### config.mk
export PLATFORM = sky130hd
export DESIGN_NAME = control_sequencer
export DESIGN_NICKNAME = d
export VERILOG_FILES = /design/src/rtl/computer_pkg.sv /design/src/rtl/microcode_decode.sv /design/src/rtl/control_sequencer.sv
export SDC_FILE = /design/constraint.sdc
export NUM_CORES = 1
export LEC_CHECK = 0
export CORE_MARGIN = 4
export CORE_UTILIZATION = 47
export CTS_CLUSTER_DIAMETER = 120
export CTS_CLUSTER_SIZE = 28
export DETAILED_ROUTE_END_ITERATION = 12
export PLACE_DENSITY_LB_ADDON = 0.08
export SYNTH_ARGS = -nofsm -noshare
export SYNTH_HDL_FRONTEND = slang
export SYNTH_HIERARCHICAL = 1
export SYNTH_SLANG_ARGS = --single-unit
### constraint.sdc
create_clock -name clk -period 6.78 [get_ports clk]
set_input_delay 1.356 -clock clk [delete_from_list [all_inputs] [get_ports clk]]
set_output_delay 1.356 -clock clk [all_outputs]
set_load 0.02 [all_outputs]
### src/rtl/computer_pkg.sv
// rtl/computer_pkg.sv - shared opcodes, sequencer states and control-word bit indices
package computer_pkg;

    localparam int SIG_W = 17;

    localparam logic [3:0] OP_NOP = 4'h0;
    localparam logic [3:0] OP_LDA = 4'h1;
    localparam logic [3:0] OP_ADD = 4'h2;
    localparam logic [3:0] OP_SUB = 4'h3;
    localparam logic [3:0] OP_STA = 4'h4;
    localparam logic [3:0] OP_LDI = 4'h5;
    localparam logic [3:0] OP_JMP = 4'h6;
    localparam logic [3:0] OP_JC  = 4'h7;
    localparam logic [3:0] OP_JZ  = 4'h8;
    localparam logic [3:0] OP_OUT = 4'hE;
    localparam logic [3:0] OP_HLT = 4'hF;

    // Encoding equals the step index so it can be presented directly as micro.
    typedef enum logic [2:0] {
        ST_T0   = 3'd0,
        ST_T1   = 3'd1,
        ST_T2   = 3'd2,
        ST_T3   = 3'd3,
        ST_T4   = 3'd4,
        ST_HALT = 3'd5
    } state_e;

    localparam int SIG_HLT = 16;
    localparam int SIG_WE  = 15;
    localparam int SIG_OE  = 14;
    localparam int SIG_MI  = 13;
    localparam int SIG_AI  = 12;
    localparam int SIG_BI  = 11;
    localparam int SIG_AO  = 10;
    localparam int SIG_BO  = 9;
    localparam int SIG_EO  = 8;
    localparam int SIG_SUB = 7;
    localparam int SIG_OI  = 6;
    localparam int SIG_CE  = 5;
    localparam int SIG_J   = 4;
    localparam int SIG_CO  = 3;
    localparam int SIG_II  = 2;
    localparam int SIG_IO  = 1;
    localparam int SIG_FI  = 0;

endpackage

### src/rtl/microcode_decode.sv
// rtl/microcode_decode.sv - combinational map from step/opcode/flags to raw control word
// Ports: state, opcode, fz, fc in; word (ungated control word, never HLT),
// last_step (instruction retires on this step), halt_step (next state is HALT).
module microcode_decode
    import computer_pkg::*;
(
    input  state_e           state,
    input  logic [3:0]       opcode,
    input  logic             fz,
    input  logic             fc,
    output logic [SIG_W-1:0] word,
    output logic             last_step,
    output logic             halt_step
);

    always_comb begin
        word      = '0;
        last_step = 1'b0;
        halt_step = 1'b0;
        case (state)
            ST_T0: begin
                word[SIG_CO] = 1'b1;
                word[SIG_MI] = 1'b1;
            end
            ST_T1: begin
                word[SIG_OE] = 1'b1;
                word[SIG_II] = 1'b1;
                word[SIG_CE] = 1'b1;
            end
            ST_T2: begin
                case (opcode)
                    OP_LDA, OP_ADD, OP_SUB, OP_STA: begin
                        word[SIG_IO] = 1'b1;
                        word[SIG_MI] = 1'b1;
                    end
                    OP_LDI: begin
                        word[SIG_IO] = 1'b1;
                        word[SIG_AI] = 1'b1;
                        last_step    = 1'b1;
                    end
                    OP_JMP: begin
                        word[SIG_IO] = 1'b1;
                        word[SIG_J]  = 1'b1;
                        last_step    = 1'b1;
                    end
                    // Untaken conditional jumps still spend the T2 step.
                    OP_JC: begin
                        word[SIG_IO] = fc;
                        word[SIG_J]  = fc;
                        last_step    = 1'b1;
                    end
                    OP_JZ: begin
                        word[SIG_IO] = fz;
                        word[SIG_J]  = fz;
                        last_step    = 1'b1;
                    end
                    OP_OUT: begin
                        word[SIG_AO] = 1'b1;
                        word[SIG_OI] = 1'b1;
                        last_step    = 1'b1;
                    end
                    OP_HLT: begin
                        last_step = 1'b1;
                        halt_step = 1'b1;
                    end
                    default: last_step = 1'b1;  // NOP and reserved opcodes
                endcase
            end
            ST_T3: begin
                case (opcode)
                    OP_LDA: begin
                        word[SIG_OE] = 1'b1;
                        word[SIG_AI] = 1'b1;
                        last_step    = 1'b1;
                    end
                    OP_ADD, OP_SUB: begin
                        word[SIG_OE] = 1'b1;
                        word[SIG_BI] = 1'b1;
                    end
                    OP_STA: begin
                        word[SIG_AO] = 1'b1;
                        word[SIG_WE] = 1'b1;
                        last_step    = 1'b1;
                    end
                    default: last_step = 1'b1;  // unreachable; fall back to fetch
                endcase
            end
            ST_T4: begin
                if (opcode == OP_ADD || opcode == OP_SUB) begin
                    word[SIG_EO]  = 1'b1;
                    word[SIG_AI]  = 1'b1;
                    word[SIG_FI]  = 1'b1;
                    word[SIG_SUB] = (opcode == OP_SUB);
                end
                last_step = 1'b1;
            end
            default: ;  // HALT: no raw signals, HLT is added by the sequencer
        endcase
    end

endmodule

### src/rtl/control_sequencer.sv
// rtl/control_sequencer.sv - variable-length fetch/execute sequencer with retire counter
// Ports: clk, rst (sync active-high), step_en, opcode, FZ, FC in;
// signals (17-bit control word), micro (step index), halted, instr_count out.
module control_sequencer
    import computer_pkg::*;
#(
    parameter int INSTR_CNT_W = 8
) (
    input  logic                   clk,
    input  logic                   rst,
    input  logic                   step_en,
    input  logic [3:0]             opcode,
    input  logic                   FZ,
    input  logic                   FC,
    output logic [SIG_W-1:0]       signals,
    output logic [2:0]             micro,
    output logic                   halted,
    output logic [INSTR_CNT_W-1:0] instr_count
);

    state_e                 state_q, state_d;
    logic [INSTR_CNT_W-1:0] cnt_q, cnt_d;
    logic [SIG_W-1:0]       raw_word;
    logic                   last_step;
    logic                   halt_step;

    microcode_decode u_decode (
        .state     (state_q),
        .opcode    (opcode),
        .fz        (FZ),
        .fc        (FC),
        .word      (raw_word),
        .last_step (last_step),
        .halt_step (halt_step)
    );

    always_comb begin
        state_d = state_q;
        cnt_d   = cnt_q;
        if (step_en && state_q != ST_HALT) begin
            if (halt_step) begin
                state_d = ST_HALT;
            end else if (last_step) begin
                state_d = ST_T0;
            end else begin
                case (state_q)
                    ST_T0:   state_d = ST_T1;
                    ST_T1:   state_d = ST_T2;
                    ST_T2:   state_d = ST_T3;
                    ST_T3:   state_d = ST_T4;
                    default: state_d = ST_T0;
                endcase
            end
            if (last_step) begin
                cnt_d = cnt_q + 1'b1;
            end
        end
    end

    always_ff @(posedge clk) begin
        if (rst) begin
            state_q <= ST_T0;
            cnt_q   <= '0;
        end else begin
            state_q <= state_d;
            cnt_q   <= cnt_d;
        end
    end

    // HLT is held independent of step_en; every other bit is gated so a stall
    // never repeats CE or register loads.
    always_comb begin
        signals = raw_word & {SIG_W{step_en}};
        if (state_q == ST_HALT) begin
            signals          = '0;
            signals[SIG_HLT] = 1'b1;
        end
    end

    assign micro       = state_q;
    assign halted      = (state_q == ST_HALT);
    assign instr_count = cnt_q;

endmodule

==> impl_metrics.yaml <==
final_layout:
  nets: 171
  diodes: 0
  post-route-util_pct: 66.7
  synthToLayoutAreaGrowth_pct: 33.8
  drive_gt1_share_pct: 4.38
route:
  top_layer: "met4"
  wl_met3_um: 167
  drt_wl_total_um: 2540
  drc: 0
  wl_per_cell_um: 13.6
  dr.pass1.iters: 4
  post_drt_via_cell_ratio: 5.57
  first_iter_violations: 14
  drt-met1-wl_um: 1150
  ant_nets: 0
  num_vias: 1042
  dr_wl_met2_um: 1200
floorplan:
  die_h_um: 53.9
  dieArea_mm2: 0.00290
  die_w_um: 53.9
  row_count: 16
  coreArea_mm2: 0.00198
  pin_count: 38
  initial_core_util_pct: 49.9
grt:
  grt_pass1_vias: 1006
  grt_max_degree: 18
  grt_pass1_wl_um: 4340
  grt.overflow.total: 0
  grt_antenna_before_repair: 0
  grt_use_total_pct: 19.9
placement:
  portBuffers: 36
  globalplace.congestion: 0.804
  dp_hpwl_um: 1900
clock_network:
  clk_pin_slew_ps: 70
  cts_buffer_depth: 2
  cts_num_sinks: 11
  cts_root_buf: "clkbuf_4"
  clk_latency_ps: 270
  cts-buffers-inserted: 3
  cts_setup_buffers: 0
  post_cts_resize_count: 0
  ctsHoldBuffers: 0
  cts_tree: "built"
  htreeDepth: 1
synth:
  ys_ff_latch: 11
  synthFlopType: "dfxtp_1"
  synth.most_common_cell: "and2_1"
  synth_edf_count: 0
  ys_warn_count: 6
  synthTopCellsByCount: "16 x and2_1, 12 x nor2_1, 11 x dfxtp_1, 8 x a21oi_1"
  yosysSeqAreaShare_pct: 22.3
  yosys.area.top_type: "dfxtp_1"
  synthArstFlopShare_pct: 0
  yosys.area.top_type_share_pct: 22.3
  syn_area_um2: 988
  synth.area.top_cells: "dfxtp_1 22%, and2_1 10%, buf_4 4.6%, nor2_1 4.6%, a21oi_1 4.1%"
  avgSynthCellArea_um2: 7.49
  synthCells: 132
  yosys.cell_types.count: 40
sta:
  period_share_pct: 71.7
  worst-slew-pin-transition_ps: 572
  min_period_ps: 4860
  relSlewSlack_pct: 61.8
  rsz0062_at_grt: "no"
  setup_viol: 0
  hold_violations: 0
  clock.fmax_mhz: 206
  skew_ps: 1.89
  maxSlewViolCount: 0
  tns_ps: 0
worst_setup_path:
  arrival_ps: 3500
  worstPathRequired_ps: 5420
  critPathCaptureType: "output pin"
  crit_chain: "clkdlybuf4s50_1, or3b_2, nor2_1, a31o_1, and2_1, clkdlybuf4s50_1"
  slowest_delay_ps: 610
  critPathMaxFanout: 9
  critical_path.top_delay_family: "buffers and inverters"
  r2r_slack_ps: 4150
  critPathSlowestCell: "clkdlybuf4s50_1"
  worst-path-buf-inv: 2
  worst_setup_path_start_kind: "input port"
  path_common_cell: "clkdlybuf4s50_1"
  critPathKind: "input port to output pin"
worst_hold_path:
  hp-class: "flip-flop to flip-flop"
status:
  status: "completed"
job:
  cap_violations: 0
power:
  ir_drop_v: 0.000126
  leakage_uw: 0.000463
  cellPowerDensity_mw_per_mm2: 125
-- per-stage QoR --
step	hold slack, ps	setup WS (ps)	instances	area, um2	total power [uW]
after floorplan	559	2960	133	992	104
after global placement	477	1980	183	1300	119
after detailed placement	493	1920	183	1300	120
after CTS	503	1920	187	1320	165
after global routing	533	1760	187	1320	175
final	504	1920	187	1320	165
-- tightest hold or removal path, cell delays in order, from the launching register on --
cell     delay [ps]
dfxtp_1         330
o31ai_1          70
a21oi_1          60
-- cell families after synthesis --
kind of cell | after synthesis | synth area share, %
AOI/OAI and AO/OA | 24 | 16.0
adders and majority gates | 1 | 1.27
buffers and inverters | 17 | 10.6
DFF | 11 | 22.3
muxes | 4 | 4.30
other | 1 | 0.379
and+or+nand+nor | 74 | 45.2
-- state kept, by name, summed over array words and instances, names as in the netlist --
signal / cells
instr_count: 8
micro: 3
-- cells in the final DEF, fill, tap and decap left out, drive strengths merged, types with 4 or more instances in the layout --
master / Yosys / layout
clkdlybuf4s50: 0 / 36
and2: 16 / 16
nor2: 12 / 12
dfxtp: 11 / 11
a21oi: 8 / 8
nor3: 6 / 6
nand2: 5 / 5
or4: 5 / 5
nand2b: 5 / 5
o31ai: 4 / 4
inv: 4 / 4
nor2b: 4 / 4
clkbuf: 3 / 4
-- power breakdown --
part / internal [uW] / total (uW) / switching [uW]
sequential: 66.3 / 70.6 / 4.26
clock: 22.8 / 46.0 / 23.2
combinational: 23.1 / 48.1 / 25.0
total: 112 / 165 / 52.5
-- worst paths after layout --
check	from	to	depth (start not counted)
worst max register to register	micro[1]	instr_count[7]	5
worst min-delay path	instr_count[6]	instr_count[6]	2
worst max-delay path	opcode[1]	signals[12]	6
worst min register to register	instr_count[6]	instr_count[6]	2
-- metal layers --
| layer | up-vias | global-route usage [%] |
|---|---|---|
| li1 | 519 | - |
| met1 | 483 | 25.7 |
| met2 | 38 | 32.9 |
| met3 | 2 | 4.99 |
| met4 | 0 | 4.68 |
| met5 | - | 0 |
-- layout make-up --
class / count / area, um2
inverter: 4 / 15.0
sequential: 11 / 220
multi-input combinational: 105 / 667
tap: 27 / 33.8
fill: 174 / 659
timing repair buffer: 36 / 360
clock buffer: 4 / 26.3
No activity file was read; power rests on OpenSTA's default activity.
